**src/rtl/trng_pkg.sv**
```systemverilog
// trng_pkg: shared types for the TRNG word server.
//   trng_op_e    - Op_Type codes driven alongside TRNG_Go
//   trng_state_e - request/unpack FSM states
package trng_pkg;

    typedef enum logic [1:0] {
        OpInit  = 2'h0,
        OpCond1 = 2'h1,
        OpCond2 = 2'h2,
        OpCond3 = 2'h3
    } trng_op_e;

    typedef enum logic [1:0] {
        StIdle,
        StIssue,
        StWait,
        StUnpack
    } trng_state_e;

    // One 128-bit TRNG result yields this many 32-bit FIFO words.
    localparam int unsigned WORDS_PER_BLOCK = 4;

endpackage

```
**src/rtl/trng_word_fifo.sv**
```systemverilog
// trng_word_fifo: 32-bit wide, Depth-deep FIFO with occupancy count and a
// registered head word.
// Ports:
//   clk, Resetn       clock, asynchronous active-low reset
//   push, push_data   write one word (ignored when full)
//   pop               remove the head word (ignored when empty)
//   count             number of words held
//   head              registered head word; 0 when empty
module trng_word_fifo #(
    parameter int unsigned Depth = 16
) (
    input  logic                       clk,
    input  logic                       Resetn,
    input  logic                       push,
    input  logic [31:0]                push_data,
    input  logic                       pop,
    output logic [$clog2(Depth):0]     count,
    output logic [31:0]                head
);

    localparam int unsigned AW = $clog2(Depth);
    localparam int unsigned CW = AW + 1;

    logic [31:0]   mem [Depth];
    logic [AW-1:0] wr_ptr_q, wr_ptr_d;
    logic [AW-1:0] rd_ptr_q, rd_ptr_d;
    logic [CW-1:0] count_q, count_d;
    logic [31:0]   head_q, head_d;
    logic          do_push, do_pop;

    assign do_push = push && (count_q != CW'(Depth));
    assign do_pop  = pop && (count_q != '0);

    always_comb begin
        // Depth is a power of two, so the pointers wrap naturally.
        wr_ptr_d = wr_ptr_q + AW'(do_push);
        rd_ptr_d = rd_ptr_q + AW'(do_pop);
        count_d  = count_q;
        unique case ({do_push, do_pop})
            2'b10:   count_d = count_q + CW'(1);
            2'b01:   count_d = count_q - CW'(1);
            default: count_d = count_q;
        endcase
        // Next head: the pushed word if it lands in an empty (or emptying) FIFO,
        // otherwise an entry already stored.
        if (count_d == '0) begin
            head_d = '0;
        end else if ((count_q == '0) || ((count_q == CW'(1)) && do_pop)) begin
            head_d = push_data;
        end else begin
            head_d = mem[rd_ptr_d];
        end
    end

    always_ff @(posedge clk) begin
        if (do_push) begin
            mem[wr_ptr_q] <= push_data;
        end
    end

    always_ff @(posedge clk or negedge Resetn) begin
        if (!Resetn) begin
            wr_ptr_q <= '0;
            rd_ptr_q <= '0;
            count_q  <= '0;
            head_q   <= '0;
        end else begin
            wr_ptr_q <= wr_ptr_d;
            rd_ptr_q <= rd_ptr_d;
            count_q  <= count_d;
            head_q   <= head_d;
        end
    end

    assign count = count_q;
    assign head  = head_q;

endmodule

```
**src/rtl/trng_word_server.sv**
```systemverilog
// trng_word_server: keeps a word FIFO topped up from the TRNG Go/Done interface
// and serves 32-bit words over a valid/ready port.
// Ports:
//   clk, Resetn              clock, asynchronous active-low reset
//   enable                   allow automatic refill requests
//   TRNG_Go, Op_Type         request pulse and its operation type
//   TRNG_Done, trng_data     completion pulse and 128-bit result
//   rnd_valid/ready/data     word output port (data is 0 when empty)
//   fill_level               words currently buffered
//   timeout_err              sticky: a request got no Done in time
//   rep_err                  sticky: a block repeated the previous one
//                            (only when TRNG_REPCHECK_EN is defined)
// Build option: TRNG_REPCHECK_EN enables the repeated-block check.
module trng_word_server
    import trng_pkg::*;
#(
    parameter int unsigned P_DEPTH    = 16,
    parameter int unsigned P_TIMEOUT  = 4096,
    parameter logic [1:0]  P_OP_REFIL = 2'h1
) (
    input  logic                        clk,
    input  logic                        Resetn,
    input  logic                        enable,
    output logic                        TRNG_Go,
    output logic [1:0]                  Op_Type,
    input  logic                        TRNG_Done,
    input  logic [127:0]                trng_data,
    output logic                        rnd_valid,
    input  logic                        rnd_ready,
    output logic [31:0]                 rnd_data,
    output logic [$clog2(P_DEPTH):0]    fill_level,
    output logic                        timeout_err
`ifdef TRNG_REPCHECK_EN
    ,
    output logic                        rep_err
`endif
);

    localparam int unsigned CW = $clog2(P_DEPTH) + 1;
    localparam int unsigned TW = (P_TIMEOUT > 2) ? $clog2(P_TIMEOUT) : 1;

    trng_state_e   state_q;
    logic          init_done_q;
    logic [TW-1:0] tmo_cnt_q;
    logic [127:0]  hold_q;
    logic [1:0]    word_idx_q;
    logic          go_q;
    logic [1:0]    op_q;
    logic          timeout_err_q;
`ifdef TRNG_REPCHECK_EN
    logic [127:0]  prev_q;
    logic          prev_vld_q;
    logic          rep_err_q;
`endif

    logic          space_ok;
    logic          push;
    logic [31:0]   push_data;
    logic          pop;

    // Room for a whole block is checked before issuing, so UNPACK never overflows.
    assign space_ok = fill_level <= CW'(P_DEPTH - WORDS_PER_BLOCK);
    assign push     = (state_q == StUnpack);
    assign pop      = rnd_valid && rnd_ready;

    always_comb begin
        push_data = hold_q[31:0];
        unique case (word_idx_q)
            2'd0: push_data = hold_q[31:0];
            2'd1: push_data = hold_q[63:32];
            2'd2: push_data = hold_q[95:64];
            2'd3: push_data = hold_q[127:96];
            default: push_data = hold_q[31:0];
        endcase
    end

    always_ff @(posedge clk or negedge Resetn) begin
        if (!Resetn) begin
            state_q       <= StIdle;
            init_done_q   <= 1'b0;
            tmo_cnt_q     <= '0;
            hold_q        <= '0;
            word_idx_q    <= '0;
            go_q          <= 1'b0;
            op_q          <= '0;
            timeout_err_q <= 1'b0;
`ifdef TRNG_REPCHECK_EN
            prev_q        <= '0;
            prev_vld_q    <= 1'b0;
            rep_err_q     <= 1'b0;
`endif
        end else begin
            go_q <= 1'b0;
            unique case (state_q)
                StIdle: begin
                    if (enable && space_ok) begin
                        // Go and Op_Type are registered, so they are set on entry to ISSUE.
                        go_q    <= 1'b1;
                        op_q    <= init_done_q ? P_OP_REFIL : 2'(OpInit);
                        state_q <= StIssue;
                    end
                end
                StIssue: begin
                    init_done_q <= 1'b1;
                    tmo_cnt_q   <= '0;
                    state_q     <= StWait;
                end
                StWait: begin
                    if (TRNG_Done) begin
`ifdef TRNG_REPCHECK_EN
                        if (prev_vld_q && (trng_data == prev_q)) begin
                            rep_err_q <= 1'b1;
                            state_q   <= StIdle;
                        end else begin
                            prev_q     <= trng_data;
                            prev_vld_q <= 1'b1;
                            hold_q     <= trng_data;
                            word_idx_q <= '0;
                            state_q    <= StUnpack;
                        end
`else
                        hold_q     <= trng_data;
                        word_idx_q <= '0;
                        state_q    <= StUnpack;
`endif
                    end else if (tmo_cnt_q == TW'(P_TIMEOUT - 1)) begin
                        timeout_err_q <= 1'b1;
                        state_q       <= StIdle;
                    end else begin
                        tmo_cnt_q <= tmo_cnt_q + TW'(1);
                    end
                end
                StUnpack: begin
                    word_idx_q <= word_idx_q + 2'd1;
                    if (word_idx_q == 2'd3) begin
                        state_q <= StIdle;
                    end
                end
                default: state_q <= StIdle;
            endcase
        end
    end

    trng_word_fifo #(
        .Depth (P_DEPTH)
    ) u_fifo (
        .clk       (clk),
        .Resetn    (Resetn),
        .push      (push),
        .push_data (push_data),
        .pop       (pop),
        .count     (fill_level),
        .head      (rnd_data)
    );

    assign rnd_valid   = (fill_level != '0);
    assign TRNG_Go     = go_q;
    assign Op_Type     = op_q;
    assign timeout_err = timeout_err_q;
`ifdef TRNG_REPCHECK_EN
    assign rep_err     = rep_err_q;
`endif

endmodule

```
**config.mk**
```make
export PLATFORM = sky130hd
export DESIGN_NAME = trng_word_server
export DESIGN_NICKNAME = d
export VERILOG_FILES = /design/src/rtl/trng_pkg.sv /design/src/rtl/trng_word_fifo.sv /design/src/rtl/trng_word_server.sv
export SDC_FILE = /design/constraint.sdc
export NUM_CORES = 1
export LEC_CHECK = 0
export BUFFER_PORTS_ARGS = -buffer_cell sky130_fd_sc_hd__clkbuf_2
export CORE_MARGIN = 3
export CORE_UTILIZATION = 35
export CTS_CLUSTER_DIAMETER = 40
export DETAILED_ROUTE_END_ITERATION = 8
export GPL_TIMING_DRIVEN = 0
export PLACE_DENSITY = 0.57
export SLEW_MARGIN = 10
export SYNTH_ARGS = -nofsm -noshare
export SYNTH_HDL_FRONTEND = slang
export SYNTH_HIERARCHICAL = 1
export SYNTH_SLANG_ARGS = --single-unit
```
**constraint.sdc**
```tcl
create_clock -name clk -period 4.5 [get_ports clk]
set_input_delay 0.225 -clock clk [delete_from_list [all_inputs] [get_ports clk]]
set_output_delay 0.225 -clock clk [all_outputs]
set_load 0.1 [all_outputs]
```
==> results.tsv, run 1 <==
metric	value	unit
clkTransAtPathRegs	0.06	ns
portBuffers	173	
hold_path.class	in2async	
drt-total-wl	71.7	mm
num-fill-cells	6693	
ff2ff_path_depth	14	
clock_latency	0.64	ns
grtUsageTotal	16.9	%
syn_to_final_growth	27.5	%
synth.distinct_cells	63	
io_pins	175	
nets	2065	
grt_max_degree	86	
synth.most_common_cell	edfxtp_1	
drt_iter0_markers	1240	
critical_path_class	reg2reg	
vias	15614	
die_x	290	um
power_density	858	nW/um2
viasPerCell	5.11	
critPathMaxFanout	10	
p_leak	13.3	nW
antenna_cells	0	
tightest_slew	1.19	ns
die_h	290	um
placementRows	103	
setup_viol	0	
drc_errors	0	
hold_violations	0	
overflow	0	
cts.sinks	705	
synth_edf_count	512	
critPathLaunchType	flip-flop	
grt_pass1_wl	107	mm
maxSlewViolCount	0	
fmax	0.233	GHz
required	4.98	ns
r2r-end	u_fifo/head[1]$_DFF_PN0_	
max-vdd-ir-drop	0.448	mV
dr.pass1.iters	8	
synthesis.instances	1486	
clk_path_buf_depth	3	
grt_pass1_vias	16838	
synth_seq_cells	705	
preCtsSetupSlack	0.147	ns
drv_cap	0	
status	completed	
synth_top_area_share	54.4	%
dpl-instance-area	31100	um2
cts_buffers	99	
wl_per_cell	23.5	um
core_area	79500	um2
ys_warn_count	6	
critPathLaunch	u_fifo/count[0]$_DFF_PN0_	
syn-cell-area	28300	um2
clk_root_buffer_cell	clkbuf_16	
avgSynthCellArea	19.0	um2
ant_nets	0	
syn_nets	1634	
hpwlAfterDp	49.1	mm
worstPathArrival	4.77	ns
min_period_over_period	95.4	%
grt_setup_unrepaired	false	
yosysTopAreaCell	edfxtp_1	
synth_ff_type	edfxtp_1	
final_layout_size_suffix_gt1_share	37.8	%
gp_congestion	0.780	
fin_crit	4.29	ns
dieArea	84200	um2
cts_htree_levels	3	
setup_ws	0.207	ns
ys_seq_area_share	71.5	%
ys_top_cells_by_count	edfxtp_1 (512), dfrtp_1 (193), mux2_2 (130)	
critical_path.endpoint_type	flip-flop	
start_util	35.5	%
async_reset_ff_share	27.4	%
synth.area.top_cells	edfxtp_1 (54%), dfrtp_1 (17%), mux4_2 (10%), mux2_2 (5.2%), mux2i_1 (3.6%)	
final_cell_area	36000	um2
rr_startpoint	u_fifo/count[0]$_DFF_PN0_	
antenna_found_initial	0	
reg2reg_slack	0.21	ns
fin_skew	0.0320	ns
cts_tree	yes	
slew_headroom	20.8	%
-- per-stage QoR --
stage	total power [mW]	util, %	setup TNS, ns	instances	hold WS [ns]
3_5_place_dp	22.9	39.1	0	2732	0.172
2_1_floorplan	18.8	-	0	1486	-0.0706
6_report	30.9	45.3	0	3054	0.0899
4_1_cts	31.1	45.2	0	3051	0.0626
5_1_grt	32.4	45.3	0	3054	0.104
3_3_place_gp	22.4	38.3	-410.60	2709	0.446
-- layout make-up --
class                      count  area (um2)  area share (%)
clock inverter                69         800            2.22
multi-input combinational    646        7610            21.1
clock buffer                 119        2710            7.52
timing repair buffer         330        2680            7.43
inverter                      47         176           0.490
sequential                   705       20200            56.1
tap                         1050        1310            3.65
buffer                        88         528            1.47
-- registers in the layout (all words and copies together), names as in the netlist, 2 cells and up --
signal,flops
state_q,2
word_idx_q,2
tmo_cnt_q,12
u_fifo/mem,512
u_fifo/wr_ptr_q,4
u_fifo/count,5
hold_q,128
u_fifo/rd_ptr_q,4
u_fifo/head,32
-- worst max path at each step --
| stage | end | slack [ns] | depth (start not counted) |
|---|---|---|---|
| 6_report | u_fifo/head[1]$_DFF_PN0_ | 0.21 | 14 |
| 5_1_grt | u_fifo/head[31]$_DFF_PN0_ | 0.03 | 14 |
| 4_1_cts | u_fifo/head[3]$_DFF_PN0_ | 0.13 | 14 |
| 3_5_place_dp | u_fifo/head[3]$_DFF_PN0_ | 0.15 | 14 |
| 3_3_place_gp | u_fifo/head[25]$_DFF_PN0_ | -0.79 | 1 |
| 2_1_floorplan | u_fifo/head[21]$_DFF_PN0_ | 0.35 | 13 |
-- worst max-delay path, stage by stage, from the launching register on --
cell,delay (ns)
dfrtp_1,0.50
or2_2,0.34
or4_4,0.42
and2_1,0.20
o21ai_0,0.12
inv_1,0.19
ha_1,0.25
ha_1,0.32
buf_4,0.23
buf_6,0.21
buf_4,0.30
mux4_2,0.25
mux2i_1,0.07
a221o_1,0.35
a21oi_1,0.37
-- where the power goes --
part / total (mW) / switching [mW] / leakage (nW) / internal (mW)
combinational: 12.9 / 7.99 / 4.65 / 4.87
clock: 8.02 / 3.01 / 1.72 / 5.01
sequential: 10.0 / 0.536 / 6.97 / 9.48
-- placed cells by master, fill, tap and decap left out, drive strengths merged, types with 5 or more instances in the layout --
cell and instances:
a211oi 6, a21oi 34, a221o 27, a222oi 32, buf 85, bufinv 11, clkbuf 321, clkinv 30
clkinvlp 5, dfrtp 193, dlygate4sd3 131, edfxtp 512, ha 15, inv 70, mux2 130, mux2i 103
mux4 128, nand2 29, nand2b 8, nand3 10, nand4 5, nor2 52, nor3 10, o21ai 8
-- what timing repair did --
item | in CTS | in global routing
endpoints found under the setup margin | 0 | 2
endpoints found under the hold margin | 326 | 0
setup buffers | 0 | 0
gates resized for setup | 0 | 2
hold buffers | 131 | 0
-- kinds of logic (layout without fill, tap and decap cells) --
| logic type | after synthesis | count (layout) | share of synthesized area (%) |
|---|---|---|---|
| XOR/XNOR | 4 | 4 | 0.151 |
| AO/OA/AOI/OAI | 129 | 129 | 3.74 |
| multiplexers | 361 | 361 | 19.0 |
| other | 1 | 1 | 0.0133 |
| AND/OR/NAND/NOR | 136 | 136 | 2.40 |
| adder cells (fa/ha/maj) | 15 | 15 | 0.664 |
| buffers and inverters | 135 | 653 | 2.48 |
| flip-flops | 705 | 705 | 71.5 |
-- metal layers --
layer  vias up  global-route usage (%)  routed length [um]
met4         0                    5.51                1740
met5         -                       0                   0
met1      8177                    21.6               29600
li1       6858                       -                   -
met3       109                    2.65                3880
met2       470                    29.5               36500
No activity file was read; power rests on OpenSTA's default activity.
==> inputs of run 2 (changes only) <==
--- a/config.mk
+++ b/config.mk
@@ -6,11 +6,12 @@
 export NUM_CORES = 1
 export LEC_CHECK = 0
 export BUFFER_PORTS_ARGS = -buffer_cell sky130_fd_sc_hd__clkbuf_2
+export CAP_MARGIN = 15
 export CORE_MARGIN = 3
 export CORE_UTILIZATION = 35
 export CTS_CLUSTER_DIAMETER = 40
 export DETAILED_ROUTE_END_ITERATION = 8
-export GPL_TIMING_DRIVEN = 0
+export GPL_TIMING_DRIVEN = 1
 export PLACE_DENSITY = 0.57
 export SLEW_MARGIN = 10
 export SYNTH_ARGS = -nofsm -noshare
==> run 2 against run 1 <==
Compared with the run above: via count shrank 0.61%; clock power grew 3.6%; non-clock buffer count shrank 33; hold slack gained 0.12 ns; global-route usage shrank 0.49 points; sequential power is essentially flat; maximum frequency grew 11%; die area is the same; register-to-register slack gained 0.42 ns; utilization shrank 0.11 points; combinational power shrank 4%; sequential share of layout area grew 0.13 points.
==> results.tsv, run 2 (synthesized netlist as in run 1, its figures left out) <==
metric	value	unit
cts_htree_levels	3	
worstPathArrival	4.35	ns
grt_pass1_vias	16767	
hold_buffers	131	
placed_cells	2702	
placementRows	103	
critPathLaunchType	flip-flop	
cts_setup_buffers	0	
grt_max_degree	109	
fin_crit	3.87	ns
clk_root_buffer_cell	clkbuf_16	
swShare	36.3	%
drv_cap	0	
drt-total-wl	69.3	mm
min_period_over_period	86.0	%
final_cell_mix	edfxtp_1 (512), dfrtp_1 (193), clkbuf_2 (172)	
overflow	0	
critical_path_class	reg2reg	
portBuffers	173	
grt_pass1_wl	106	mm
clk_path_buf_depth	3	
dr.pass1.iters	7	
cts.sinks	705	
hold_violations	0	
fmax	0.259	GHz
p_sw	11.2	mW
final_layout_size_suffix_gt1_share	37.2	%
core_area	79500	um2
fin_skew	0.0234	ns
critPathMaxFanout	24	
hpwlAfterDp	41.7	mm
final_cells	3023	
max-vdd-ir-drop	0.371	mV
start_util	35.5	%
p_comb_share	40.2	%
antenna_found_initial	1	
nets	2033	
regMostFlops	u_fifo/mem	
die_h	290	um
drc_errors	0	
post_cts_resized	0	
dpl-instance-area	30900	um2
drt_iter0_markers	1087	
p_total	30.8	mW
cts_tree	yes	
die_x	290	um
setup_ws	0.632	ns
syn_to_final_growth	27.2	%
utilization	45.2	%
intPower	19.6	mW
tightest_slew	0.996	ns
final_cell_area	35900	um2
p_leak	13.4	nW
hold_path.class	in2async	
maxSlewViolCount	0	
status	completed	
final_common_cell	edfxtp_1	
grtUsageTotal	16.4	%
setup_viol	0	
ant_nets	0	
clockPowerShare	27.0	%
wl_per_cell	22.9	um
dieArea	84200	um2
clkTransAtPathRegs	0.06	ns
power_density	857	nW/um2
vias	15518	
largest_reg_flops	512	
preCtsSetupSlack	0.630	ns
required	4.98	ns
grt_setup_unrepaired	false	
viasPerCell	5.13	
power_frac_seq	32.8	%
finalSetupTns	0	ns
cts_buffers	100	
clock_latency	0.66	ns
critical_path.endpoint_type	flip-flop	
gp_congestion	0.785	
io_pins	175	
hold_slack	0.206	ns
slew_headroom	33.6	%
[run 2: cell types whose count changed in the layout (fill, tap and decap cells not counted), sizes merged]
| cell | before | now |
|---|---|---|
| clkbuf | 321 | 293 |
| buf | 85 | 81 |
| clkinvlp | 5 | 9 |
| clkinv | 30 | 27 |
| inv | 70 | 67 |
| bufinv | 11 | 13 |
| diode | 0 | 1 |
[run 2: final timing paths]
path | depth (start not counted) | startpoint | slack (ns) | to
hold reg to reg | 1 | init_done_q$_DFFE_PN0N_ | 0.47 | init_done_q$_DFFE_PN0N_
min in group clk | 3 | trng_data[67] | 0.33 | hold_q[67]$_DFFE_PN0P_
max in group asynchronous | 3 | Resetn | 3.23 | u_fifo/head[21]$_DFF_PN0_
setup / recovery | 12 | u_fifo/count[1]$_DFF_PN0_ | 0.63 | u_fifo/head[20]$_DFF_PN0_
setup reg to reg | 12 | u_fifo/count[1]$_DFF_PN0_ | 0.63 | u_fifo/head[20]$_DFF_PN0_
hold / removal | 2 | Resetn | 0.21 | hold_q[107]$_DFFE_PN0P_
[run 2: power by group through the flow]
stage,registers (mW),logic [mW],clock network (mW)
global placement,10.2,12.2,0
CTS,10.1,12.5,8.47
detailed placement,10.2,12.4,0
finish,10.1,12.4,8.31
floorplan,11.2,7.64,0
global route,10.2,13.3,8.79
[run 2: cell type report]
class	count	area (um2)
tap	1050	1310
clock inverter	69	972
multi-input combinational	646	7560
clock buffer	120	2700
sequential	705	20200
timing repair buffer	385	2990
fill	6750	43600
inverter	47	176
antenna	1	2.50
[run 2: worst max-delay path, stage by stage, from the launching register on]
cell	delay, ns
dfrtp_1	0.44
or2_2	0.33
or4_4	0.41
and2_1	0.19
o21ai_0	0.12
inv_1	0.15
ha_4	0.19
ha_4	0.57
buf_4	0.38
mux4_2	0.53
mux2i_1	0.16
a22o_1	0.14
a211oi_1	0.04
[run 2: layer usage]
layer	wire [um]	global-route usage, %
met4	1340	4.59
met5	0	0
met2	34200	27.3
met1	30300	22.4
met3	3460	2.73
==> inputs of run 3 (changes only) <==
--- a/config.mk
+++ b/config.mk
@@ -9,6 +9,7 @@
 export CAP_MARGIN = 15
 export CORE_MARGIN = 3
 export CORE_UTILIZATION = 35
+export CTS_BUF_LIST = sky130_fd_sc_hd__clkbuf_4 sky130_fd_sc_hd__clkbuf_8
 export CTS_CLUSTER_DIAMETER = 40
 export DETAILED_ROUTE_END_ITERATION = 8
 export GPL_TIMING_DRIVEN = 1
==> run 3 against run 2 <==
Compared with the run above: count of clock-buffer cells in the layout up 61; final cell count rose by 1.1%; utilization fell by 1.4 points; via count is 0.20% higher; power shrank 7.2%; maximum frequency down 0.53%; hold slack got worse by 0.046 ns; die area is the same; critical path type unchanged; combinational power hardly changed.
==> results.tsv, run 3 (synthesized netlist as in run 1, its figures left out) <==
metric	value	unit
status	completed	
critical_path.endpoint_type	flip-flop	
grt_max_degree	109	
critPathLaunchType	flip-flop	
final_layout_size_suffix_gt1_share	38.2	%
regMostFlops	u_fifo/mem	
seq_area	20200	um2
die_x	290	um
cts_buffers	117	
cp_top_family	simple AND/OR/NAND/NOR gates	
cts.sinks	705	
wl_per_cell	22.7	um
max-vdd-ir-drop	0.409	mV
power_density	820	nW/um2
setup_viol	0	
clock_latency	0.72	ns
viasPerCell	5.09	
syn_to_final_growth	23.3	%
drc_errors	0	
p_total	28.6	mW
drv_cap	0	
largest_reg_flops	512	
clockPowerShare	21.3	%
dr.pass1.iters	6	
multiInputGateArea	7560	um2
cts_htree_levels	3	
overflow	0	
critPathMaxFanout	10	
swShare	37.1	%
vias	15549	
cp_num_buf_inv	2	
drt_iter0_markers	1223	
cts_tree	yes	
worstPathArrival	4.46	ns
dpl-instance-area	30900	um2
ant_nets	0	
grt_pass1_vias	17002	
clkTransAtPathRegs	0.07	ns
critical_path_class	reg2reg	
clk_path_buf_depth	3	
maxSlewViolCount	0	
portBuffers	173	
dieArea	84200	um2
hpwlAfterDp	41.7	mm
final_common_cell	edfxtp_1	
slew_headroom	31.6	%
clk_root_buffer_cell	clkbuf_8	
drt-total-wl	69.4	mm
grt_pass1_wl	106	mm
io_pins	175	
p_leak	13.0	nW
core_area	79500	um2
grtUsageTotal	16.5	%
start_util	35.5	%
placementRows	103	
required	5.07	ns
antenna_found_initial	2	
die_h	290	um
gp_congestion	0.785	
min_period_over_period	86.4	%
power_frac_seq	35.3	%
final_cell_area	34800	um2
finalSetupTns	0	ns
cp_slowest_cell	nor3_4	
grt_setup_unrepaired	false	
intPower	18.0	mW
cp_cell_sequence	or2_2 -> or4_4 -> and2_1 -> o21ai_0 -> inv_1 -> ha_1 -> nor2_1 -> mux2i_1 -> o221ai_1 -> nor3_4 -> buf_4 -> a21oi_1	
post_cts_resized	0	
p_sw	10.6	mW
num-fill-cells	6885	
tightest_slew	1.03	ns
fin_crit	3.89	ns
p_comb_share	43.4	%
fmax	0.257	GHz
fin_skew	0.0415	ns
final_cell_mix	edfxtp_1 (512), dfrtp_1 (193), clkbuf_2 (172)	
hold_violations	0	
slowest_delay	0.69	ns
hold_path.class	in2async	
nets	2051	
-- run 3: cell types whose count changed in the layout (fill, tap and decap cells not counted), sizes merged --
cell / delta
bufinv: -6
clkbuf: +62
clkinvlp: -8
inv: -15
-- run 3: worst paths after layout --
kind | startpoint | end | slack, ns | cells after the start
worst max-delay path | u_fifo/count[1]$_DFF_PN0_ | u_fifo/head[10]$_DFF_PN0_ | 0.61 | 12
worst min-delay path | Resetn | hold_q[36]$_DFFE_PN0P_ | 0.16 | 2
worst max register to register | u_fifo/count[1]$_DFF_PN0_ | u_fifo/head[10]$_DFF_PN0_ | 0.61 | 12
worst min register to register | init_done_q$_DFFE_PN0N_ | init_done_q$_DFFE_PN0N_ | 0.47 | 1
max in group asynchronous | Resetn | u_fifo/head[24]$_DFF_PN0_ | 3.27 | 3
min in group clk | trng_data[21] | hold_q[21]$_DFFE_PN0P_ | 0.28 | 3
-- run 3: routing by layer --
layer | vias up | GRT usage, % | part of all wire (%)
met5 | - | 0 | 0
met4 | 0 | 4.73 | 1.8
met3 | 91 | 2.85 | 5.4
met2 | 499 | 27.6 | 50
met1 | 8165 | 22.1 | 43
li1 | 6794 | - | -
-- run 3: timing repair --
item | CTS | global route
endpoints found under the setup margin | 0 | 0
buffers inserted | 0 | 0
endpoints found under the hold margin | 243 | 0
hold buffers | 131 | 0
-- run 3: cell type report --
class                      instances  share of cell area [%]
clock inverter                    40                    1.16
tap                             1050                    3.77
timing repair buffer             386                    8.61
multi-input combinational        646                    21.7
antenna                            1                 0.00718
clock buffer                     181                    6.25
inverter                          47                   0.506
sequential                       705                    58.0
-- run 3: through the flow --
step / hold WS [ns] / std cells / utilization (%) / setup WS, ns
finish: 0.160 / 3056 / 43.8 / 0.611
global route: 0.231 / 3056 / 43.8 / 0.389
CTS: 0.153 / 3054 / 43.8 / 0.588
detailed placement: 0.395 / 2702 / 38.9 / 0.630
global placement: 0.382 / 2702 / 38.9 / 0.670
floorplan: -0.0706 / 1486 / - / 0.354
-- run 3: power by group through the flow --
stage,registers [mW],logic [mW],clock network [mW]
floorplan,11.2,7.64,0
global placement,10.2,12.2,0
detailed placement,10.2,12.4,0
CTS,10.1,12.5,6.24
global route,10.2,13.4,6.55
finish,10.1,12.4,6.07
